### config.mk
export PLATFORM = sky130hd
export DESIGN_NAME = frame_reader_flat
export DESIGN_NICKNAME = d
export VERILOG_FILES = /design/src/rtl/frame_reader_if.sv /design/src/rtl/frame_reader.sv /design/src/flat_wrapper.sv
export SDC_FILE = /design/constraint.sdc
export NUM_CORES = 1
export LEC_CHECK = 0
export BUFFER_PORTS_ARGS = -buffer_cell sky130_fd_sc_hd__clkbuf_2
export CAP_MARGIN = 25
export CORE_ASPECT_RATIO = 0.8
export CORE_MARGIN = 1
export CORE_UTILIZATION = 42
export DETAILED_ROUTE_END_ITERATION = 16
export PLACE_DENSITY = 0.74
export SLEW_MARGIN = 20
export SYNTH_ARGS = -nofsm -noshare
export SYNTH_HDL_FRONTEND = slang
export SYNTH_SLANG_ARGS = --single-unit
### constraint.sdc
create_clock -name sys_clk -period 1.75 [get_ports sys_clk]
set_input_delay 0.175 -clock sys_clk [delete_from_list [all_inputs] [get_ports sys_clk]]
set_output_delay 0.175 -clock sys_clk [all_outputs]
set_load 0.05 [all_outputs]
### src/rtl/frame_reader_if.sv
// Wishbone classic/burst bus between frame_reader (master) and the SDRAM
// controller (slave).
interface frame_reader_if;
    logic        wshb_cyc;
    logic        wshb_stb;
    logic        wshb_we;
    logic [31:0] wshb_adr;
    logic [3:0]  wshb_sel;
    logic [2:0]  wshb_cti;
    logic [1:0]  wshb_bte;
    logic [31:0] wshb_dat_sm;
    logic        wshb_ack;
    logic        wshb_err;

    modport master (
        output wshb_cyc, wshb_stb, wshb_we, wshb_adr,
        output wshb_sel, wshb_cti, wshb_bte,
        input  wshb_dat_sm, wshb_ack, wshb_err
    );

    modport slave (
        input  wshb_cyc, wshb_stb, wshb_we, wshb_adr,
        input  wshb_sel, wshb_cti, wshb_bte,
        output wshb_dat_sm, wshb_ack, wshb_err
    );
endinterface

### src/rtl/frame_reader.sv
// Streams a frame from SDRAM over Wishbone into the video FIFO.
// Define FRAME_READER_BURST_EN for aligned 8-beat incrementing bursts.
module frame_reader #(
    parameter int unsigned HDISP    = 800,
    parameter int unsigned VDISP    = 480,
    parameter logic [31:0] BASE_ADR = 32'h0
) (
    input  logic           sys_clk,
    input  logic           sys_rst,
    input  logic           enable,
    frame_reader_if.master wshb,
    output logic [31:0]    fifo_wdata,
    output logic           fifo_write,
    input  logic           fifo_wfull_almost,
    output logic           frame_end
);
    localparam int unsigned NPIX = HDISP * VDISP;
    localparam int unsigned IW   = (NPIX > 1) ? $clog2(NPIX) : 1;
    localparam logic [IW-1:0] LAST = IW'(NPIX - 1);

    typedef enum logic [1:0] {
        IDLE,
        READ,
        HOLD
    } state_t;

    state_t        state;
    state_t        state_nxt;
    logic [IW-1:0] index;
    logic [IW-1:0] index_nxt;
    logic          take;
    logic          last;
    logic          boundary;

    // err wins over a simultaneous ack
    assign take = (state == READ) && wshb.wshb_ack && !wshb.wshb_err;
    assign last = (index == LAST);

`ifdef FRAME_READER_BURST_EN
    assign boundary      = &index[2:0];
    assign wshb.wshb_cti = (state != READ) ? 3'b000 :
                           boundary        ? 3'b111 : 3'b010;
`else
    assign boundary      = 1'b1;
    assign wshb.wshb_cti = 3'b000;
`endif

    assign wshb.wshb_cyc = (state == READ);
    assign wshb.wshb_stb = (state == READ);
    assign wshb.wshb_we  = 1'b0;
    assign wshb.wshb_sel = 4'hF;
    assign wshb.wshb_bte = 2'b00;
    assign wshb.wshb_adr = BASE_ADR + (32'(index) << 2);

    always_comb begin
        state_nxt = state;
        index_nxt = index;
        unique case (state)
            IDLE: begin
                if (enable && !fifo_wfull_almost) begin
                    state_nxt = READ;
                    index_nxt = '0;
                end
            end
            READ: begin
                if (wshb.wshb_err) begin
`ifdef FRAME_READER_BURST_EN
                    index_nxt = index & ~IW'(7);
`endif
                end else if (wshb.wshb_ack) begin
                    index_nxt = last ? '0 : index + 1'b1;
                    // stop/stall decisions only between bursts
                    if (boundary) begin
                        if (last && !enable) begin
                            state_nxt = IDLE;
                        end else if (fifo_wfull_almost) begin
                            state_nxt = HOLD;
                        end
                    end
                end
            end
            HOLD: begin
                if (!fifo_wfull_almost) begin
                    state_nxt = READ;
                end
            end
            default: state_nxt = IDLE;
        endcase
    end

    always_ff @(posedge sys_clk) begin
        if (sys_rst) begin
            state      <= IDLE;
            index      <= '0;
            fifo_wdata <= '0;
            fifo_write <= 1'b0;
            frame_end  <= 1'b0;
        end else begin
            state      <= state_nxt;
            index      <= index_nxt;
            fifo_write <= take;
            frame_end  <= take && last;
            if (take) begin
                fifo_wdata <= wshb.wshb_dat_sm;
            end
        end
    end
endmodule

### src/flat_wrapper.sv
// flat-port wrapper written by rule: the top's interface ports become plain ports
module frame_reader_flat 
#(
    parameter int unsigned HDISP    = 800,
    parameter int unsigned VDISP    = 480,
    parameter logic [31:0] BASE_ADR = 32'h0
)
  (sys_clk, sys_rst, enable, fifo_wdata, fifo_write, fifo_wfull_almost, frame_end, wshb_wshb_cyc, wshb_wshb_stb, wshb_wshb_we, wshb_wshb_adr, wshb_wshb_sel, wshb_wshb_cti, wshb_wshb_bte, wshb_wshb_dat_sm, wshb_wshb_ack, wshb_wshb_err);
  frame_reader_if wshb_i ();
  input  logic sys_clk;
  input  logic sys_rst;
  input  logic enable;
  output logic [31:0] fifo_wdata;
  output logic fifo_write;
  input  logic fifo_wfull_almost;
  output logic frame_end;
  output wire logic [$bits(wshb_i.wshb_cyc)-1:0] wshb_wshb_cyc;
  output wire logic [$bits(wshb_i.wshb_stb)-1:0] wshb_wshb_stb;
  output wire logic [$bits(wshb_i.wshb_we)-1:0] wshb_wshb_we;
  output wire logic [$bits(wshb_i.wshb_adr)-1:0] wshb_wshb_adr;
  output wire logic [$bits(wshb_i.wshb_sel)-1:0] wshb_wshb_sel;
  output wire logic [$bits(wshb_i.wshb_cti)-1:0] wshb_wshb_cti;
  output wire logic [$bits(wshb_i.wshb_bte)-1:0] wshb_wshb_bte;
  input wire logic [$bits(wshb_i.wshb_dat_sm)-1:0] wshb_wshb_dat_sm;
  input wire logic [$bits(wshb_i.wshb_ack)-1:0] wshb_wshb_ack;
  input wire logic [$bits(wshb_i.wshb_err)-1:0] wshb_wshb_err;
  assign wshb_wshb_cyc = wshb_i.wshb_cyc;
  assign wshb_wshb_stb = wshb_i.wshb_stb;
  assign wshb_wshb_we = wshb_i.wshb_we;
  assign wshb_wshb_adr = wshb_i.wshb_adr;
  assign wshb_wshb_sel = wshb_i.wshb_sel;
  assign wshb_wshb_cti = wshb_i.wshb_cti;
  assign wshb_wshb_bte = wshb_i.wshb_bte;
  assign wshb_i.wshb_dat_sm = wshb_wshb_dat_sm;
  assign wshb_i.wshb_ack = wshb_wshb_ack;
  assign wshb_i.wshb_err = wshb_wshb_err;
  frame_reader #(.HDISP(HDISP), .VDISP(VDISP), .BASE_ADR(BASE_ADR)) u_core (.sys_clk(sys_clk), .sys_rst(sys_rst), .enable(enable), .wshb(wshb_i), .fifo_wdata(fifo_wdata), .fifo_write(fifo_write), .fifo_wfull_almost(fifo_wfull_almost), .frame_end(frame_end));
endmodule
==> results.toml, run 1 <==
[routing]
drtIter0Drc = 151
met1_length_um = 3028
route.met3.wl_um = 374
vias = 2502
met2_length_um = 2910
dr.pass1.iters = 5
antenna_left = 0
route.detailed.drc = 0
maxUsedRoutingLayer = "met4"
wl_per_cell_um = 12.78
wirelength_um = 6364
vias_per_cell = 5.024

[global_route]
grt_use_total = 0.1960
grt_max_degree = 38
antenna_found_initial = 0
grt_pass1_wl_um = 9825
grt_overflow_total = 0
grt_pass1_vias = 2092

[synthesis]
synthMuxAreaShare = 0
avgSynthCellArea_um2 = 8.047
yosysWarnings = 0
ys_types = 44
syn-instance-count = 315
synth_area_um2 = 2535
synth-xor-area-share = 0.01728
synth_top_family_by_area = "simple AND/OR/NAND/NOR gates"
ys_ff_latch = 55
yosysSeqAreaShare = 0.4344
synth-simple-area-share = 0.2517
synth_adder_area_share = 0.004936
synth_compound_area_frac = 0.1826

[pwr]
finalPower_uw = 2446
leakage_uw = 0.001406
peakVddDrop_v = 0.0003053
power.density_nw_per_um2 = 744.3

[finish]
seq_area_um2 = 1139
num-nets-final = 458
syn2layout_area_growth_pct = 29.66
layout_commonest_cell = "clkbuf_2"
n_fill_cell = 541
multiInputGateArea_um2 = 1290
stdcell_area_um2 = 3287
mostFrequentLayoutCells = "clkbuf_2 (92), nand2_1 (83), dfxtp_1 (37), a21oi_1 (35), conb_1 (23)"
layout-drive-gt1-share = 0.3690
n_antenna_cell = 0

[place]
port_buffers = 92
hpwlAfterDp_um = 4649
placed_cell_area_um2 = 3163
gp_congestion = 0.9095

[clock_network]
cts-buffers-inserted = 5
htreeDepth = 2
cts_tree = "built"
insertion_delay_ps = 300
clockBufferDepth = 2
root_buffer = "clkbuf_8"
clk_pin_slew_ps = 100
cts_sinks = 55

[sta]
fin_crit_ps = 1699
fin_crit_sh = 0.9709
drv_slew = 0
holdWs_ps = 80.41
rsz0062_at_grt = "false"
fmax_mhz = 588.6
setup_viol = 0
final_hold_viol_count = 0
skew_ps = 4.350
setup_tns_ps = 0

[floorplan]
row_count = 24
dieWidth_um = 88.86
design.die.area_um2 = 6352
ios = 116
die_h_um = 71.49
core_area_um2 = 5645
initial_core_util = 0.4490

[worst_setup_path]
required_ps = 1940
cp_max_fo = 5
worst_setup_path_start_kind = "flop"
cp.arrival_ps = 1890
path_class = "reg2reg"
crit_path_max_incr_delay_ps = 550
cp_slowest_cell = "or4b_4"
cp_cell_sequence = "or4b_4 > a21oi_4 > buf_12 > nand3_1 > xor2_1 > nor2_1"
crit_path_end_kind = "flop"

[run_status]
status = "completed"

[worst_hold_path]
min_path_type = "in2reg"

[flow_run]
drv_cap = 0
[final timing paths]
path                                         endpoint                  start  slack (ps)  cells after the start
worst max-delay path                  u_core.index[6]        u_core.state[0]          50                      6
worst min register to register  u_core.fifo_wdata[25]  u_core.fifo_wdata[25]         460                      2
worst max register to register        u_core.index[6]        u_core.state[0]          50                      6
worst min-delay path             u_core.fifo_wdata[8]    wshb_wshb_dat_sm[8]          80                      3
[repair_timing]
item,in CTS,in global routing
setup endpoints to repair,4,13
setup buffers,0,1
cloned,0,1
hold buffers,0,0
gates resized for setup,1,4
pin swaps,1,3
[power by group]
group | internal (uW) | switching (uW) | total, uW
Combinational | 117 | 350 | 467
Sequential | 1270 | 13.7 | 1280
Clock | 283 | 415 | 698
[per-layer routing]
metal  track usage  vias to the layer above
li1              -                     1253
met1        0.2789                     1147
met2        0.3051                       98
met3       0.04493                        4
met4       0.03943                        0
met5             0                        -
[per-stage QoR]
| stage | std cells | utilization | worst slack [ps] |
|---|---|---|---|
| 3_5_place_dp | 488 | 0.5603 | -13.72 |
| 3_3_place_gp | 488 | 0.5603 | 69.29 |
| 6_report | 498 | 0.5822 | 50.98 |
| 2_1_floorplan | 336 | - | 6.706 |
| 5_1_grt | 498 | 0.5822 | 4.983 |
| 4_1_cts | 496 | 0.5771 | 15.79 |
[synthesized netlist by cell type]
library cell  count  area share
buf_2             2      0.0039
clkbuf_1         10       0.015
and4b_1           1      0.0039
and3_4            1      0.0044
a21oi_4           2       0.013
inv_1             6      0.0089
nor3b_1           1      0.0030
nand4b_1          1      0.0035
dfxtp_1          55        0.43
nand2_1          84        0.12
nand4bb_1         1      0.0044
o22ai_1           1      0.0025
nand3_2           1      0.0039
nor4_4            2       0.017
nor4bb_1          1      0.0039
a211oi_1          1      0.0030
a311oi_1          1      0.0035
nand4_1           2      0.0049
and4_1            2      0.0069
a21oi_1          35       0.069
a41oi_1           4       0.014
ha_1              1      0.0049
o2111ai_1         1      0.0035
and2_1            1      0.0025
nand3_1          11       0.022
nor2_1           13       0.019
conb_1            2      0.0030
and3_1            1      0.0025
nand2b_1          3      0.0074
xnor2_1           1      0.0035
a21oi_2           3       0.010
buf_1             2      0.0030
nor2b_1           1      0.0025
o31ai_1           2      0.0059
nor3_1            4      0.0079
o21ai_0           6       0.012
nor4_1            1      0.0025
xor2_1            4       0.014
o22a_1            1      0.0035
or4b_4            1      0.0054
buf_6             1      0.0044
a31oi_1          16       0.039
buf_4            24       0.071
o21ai_2           1      0.0035
[critical path, delay by kind of cell, from the launching register on]
| family | cells | cell delay [ps] |
|---|---|---|
| XOR/XNOR | 1 | 180 |
| AND/OR/NAND/NOR | 3 | 690 |
| flip-flops | 1 | 350 |
| buffers and inverters | 1 | 140 |
| AO/OA/AOI/OAI | 1 | 230 |
[state kept, by name, summed over array words and instances (netlist names)]
| register | flops |
|---|---|
| u_core.index | 19 |
| u_core.frame_end | 1 |
| u_core.state | 2 |
| u_core.fifo_wdata | 32 |
| u_core.fifo_write | 1 |
[cell families (layout without fill, tap and decap cells)]
group                      after synthesis  in the layout
adders and majority gates                1              1
and+or+nand+nor                        133            133
buffers and inverters                   45            128
DFF                                     55             55
xor gates and xnor gates                 5              5
AOI/OAI and AO/OA                       74             75
other                                    2             23
[final cells by class]
type                            count  area share
Clock inverter                      3    0.005710
Tap cell                           78     0.02969
Timing Repair Buffer              114      0.1979
Clock buffer                        5     0.02094
Sequential cell                    55      0.3464
Inverter                            6    0.006852
Multi-Input combinational cell    237      0.3925
Note: power is estimated with default switching activity, not from simulation.
==> run 2, diff against run 1 <==
SETUP_SLACK_MARGIN = 0.15   (was default)
==> run 2 against run 1 <==
  * Sequential share of layout area fell by 0.56 points
  * Worst setup slack improved by 53 ps
  * Design area rose by 2.4%
  * Combinational power rose by 1%
  * Total power rose by 1.4%
  * First-iteration DRC count fell by 5.3%
  * Fmax rose by 3.2%
  * Worst hold slack got worse by 2.8 ps
  * Global-route usage rose by 0.49 points
  * Sequential power barely moved
  * Utilization rose by 1.4 points
  * Clock skew rose by 2.7 ps
  * Critical endpoint is now u_core.index[12]
  * Largest cell class unchanged
  * Largest power group unchanged
  * Highest routed layer unchanged
==> results.toml, run 2 (same netlist as run 1, synthesis figures left out) <==
[routing]
wirelength_um = 6422
vias = 2490
dr.pass1.iters = 4
antenna_left = 0
route.detailed.drc = 0
vias_per_cell = 5.000
drtIter0Drc = 143
wl_per_cell_um = 12.90

[finish]
utilization = 0.5964
n_antenna_cell = 0
layout-drive-gt1-share = 0.3976
n_fill_cell = 535
mostFrequentLayoutCells = "clkbuf_2 (90), nand2_1 (80), dfxtp_1 (36), a21oi_1 (35), conb_1 (23)"
layout_commonest_cell = "clkbuf_2"
num-nets-final = 458
largest_register_ffs = 32
top_regs = "u_core.fifo_wdata x32, u_core.index x19, u_core.state x2"
regMostFlops = "u_core.fifo_wdata"
seq_area_um2 = 1147
syn2layout_area_growth_pct = 32.82
multiInputGateArea_um2 = 1353

[pwr]
leakage_uw = 0.001407
swShare = 0.3229
pwr-share-clk = 0.294
finalPower_uw = 2481
p_switching_uw = 801.1
p_seq_frac = 0.515
power.density_nw_per_um2 = 736.9
peakVddDrop_v = 0.0003624
p_comb_frac = 0.191
p_int_uw = 1680

[sta]
final_hold_viol_count = 0
rsz0062_at_grt = "true"
fin_crit_sh = 0.9407
setup_tns_ps = 0
drv_slew = 0
setup_viol = 0
skew_ps = 7.008
fin_crit_ps = 1646
fmax_mhz = 607.4

[clock_network]
cts_hold_buf = 0
cts_tree = "built"
clk_pin_slew_ps = 110
cts_sinks = 55
root_buffer = "clkbuf_8"
insertion_delay_ps = 300
cts-buffers-inserted = 5
clockBufferDepth = 2
htreeDepth = 2

[floorplan]
initial_core_util = 0.4490
core_area_um2 = 5645
row_count = 24
design.die.area_um2 = 6352
die_h_um = 71.49
dieWidth_um = 88.86
ios = 116

[run_status]
status = "completed"

[global_route]
grt_use_total = 0.2009
grt_overflow_total = 0
grt_max_degree = 38
grt_pass1_wl_um = 9977
antenna_found_initial = 0
grt_pass1_vias = 2135

[worst_setup_path]
path_class = "reg2reg"
crit_path_max_incr_delay_ps = 550
reg2reg_to = "u_core.index[12]"
endpoint = "u_core.index[12]"
cp.arrival_ps = 1860
critPathBufInv = 1
regToRegStartpoint = "u_core.state[1]"
cp_cell_sequence = "or4b_4 > a21oi_4 > buf_4 > a31oi_1 > a311oi_1"
cp_max_fo = 4
worst_setup_path_start_kind = "flop"
r2r_slack_ps = 100
required_ps = 1960
reg2regPathDepth = 5
crit_path_end_kind = "flop"
critPathTopFamily = "simple AND/OR/NAND/NOR gates"
cp-startpoint = "u_core.state[1]"
cp_slowest_cell = "or4b_4"
cp_num_cells = 5

[flow_run]
drv_cap = 0

[worst_hold_path]
min_path_type = "in2reg"

[place]
hpwlAfterDp_um = 4496
port_buffers = 92
gp_congestion = 0.9258
## run 2: how the worst min path moves through the flow
| stage | startpoint | to | slack [ps] | cells past startpoint |
|---|---|---|---|---|
| 3_3_place_gp | wshb_wshb_dat_sm[15] | u_core.fifo_wdata[15] | 400 | 3 |
| 4_1_cts | wshb_wshb_dat_sm[23] | u_core.fifo_wdata[23] | 60 | 3 |
| 2_1_floorplan | wshb_wshb_dat_sm[0] | u_core.fifo_wdata[0] | 310 | 2 |
| 3_5_place_dp | wshb_wshb_dat_sm[25] | u_core.fifo_wdata[25] | 400 | 3 |
| 6_report | wshb_wshb_dat_sm[27] | u_core.fifo_wdata[27] | 80 | 3 |
| 5_1_grt | wshb_wshb_dat_sm[23] | u_core.fifo_wdata[23] | 60 | 3 |
## run 2: what timing repair did
action	4_1_cts	5_1_grt
resized for setup	6	11
pin swaps	3	8
setup endpoints to repair	15	21
setup buffers	9	4
## run 2: layout make-up
cell class	count	area share
multi-input cells	236	0.4017
flip-flops and latches	55	0.3408
repair buffers	115	0.1918
well taps	78	0.02899
clock buffers	5	0.02044
clock inverters	3	0.008547
inverters	6	0.007804
## run 2: worst register-to-register path: stages (launching register included)
cell and delay (ps):
dfxtp_2 340, or4b_4 550, a21oi_4 190, buf_4 150, a31oi_1 90, a311oi_1 240
## run 2: metal layers
layer	up-vias	track usage	routed length, um
li1	1243	-	-
met1	1143	0.2760	2910
met2	98	0.3137	2962
met3	6	0.04147	457
met4	0	0.06989	92
met5	-	0	0
## run 2: power groups by stage
stage          combinational (uW)  clock (uW)  sequential (uW)
2_1_floorplan                 308           0             1380
3_3_place_gp                  439           0             1310
3_5_place_dp                  440           0             1310
4_1_cts                       452         762             1280
5_1_grt                       501         821             1280
6_report                      473         730             1280
## run 2: per-stage QoR
stage	hold slack, ps	std cells	worst slack (ps)	area, um^2
after floorplan	311.0	336	95.99	2709
after global placement	398.7	477	107.2	3109
after detailed placement	403.2	477	68.70	3109
after CTS	64.79	494	117.9	3292
after global routing	55.22	498	34.30	3367
final	77.66	498	103.7	3367
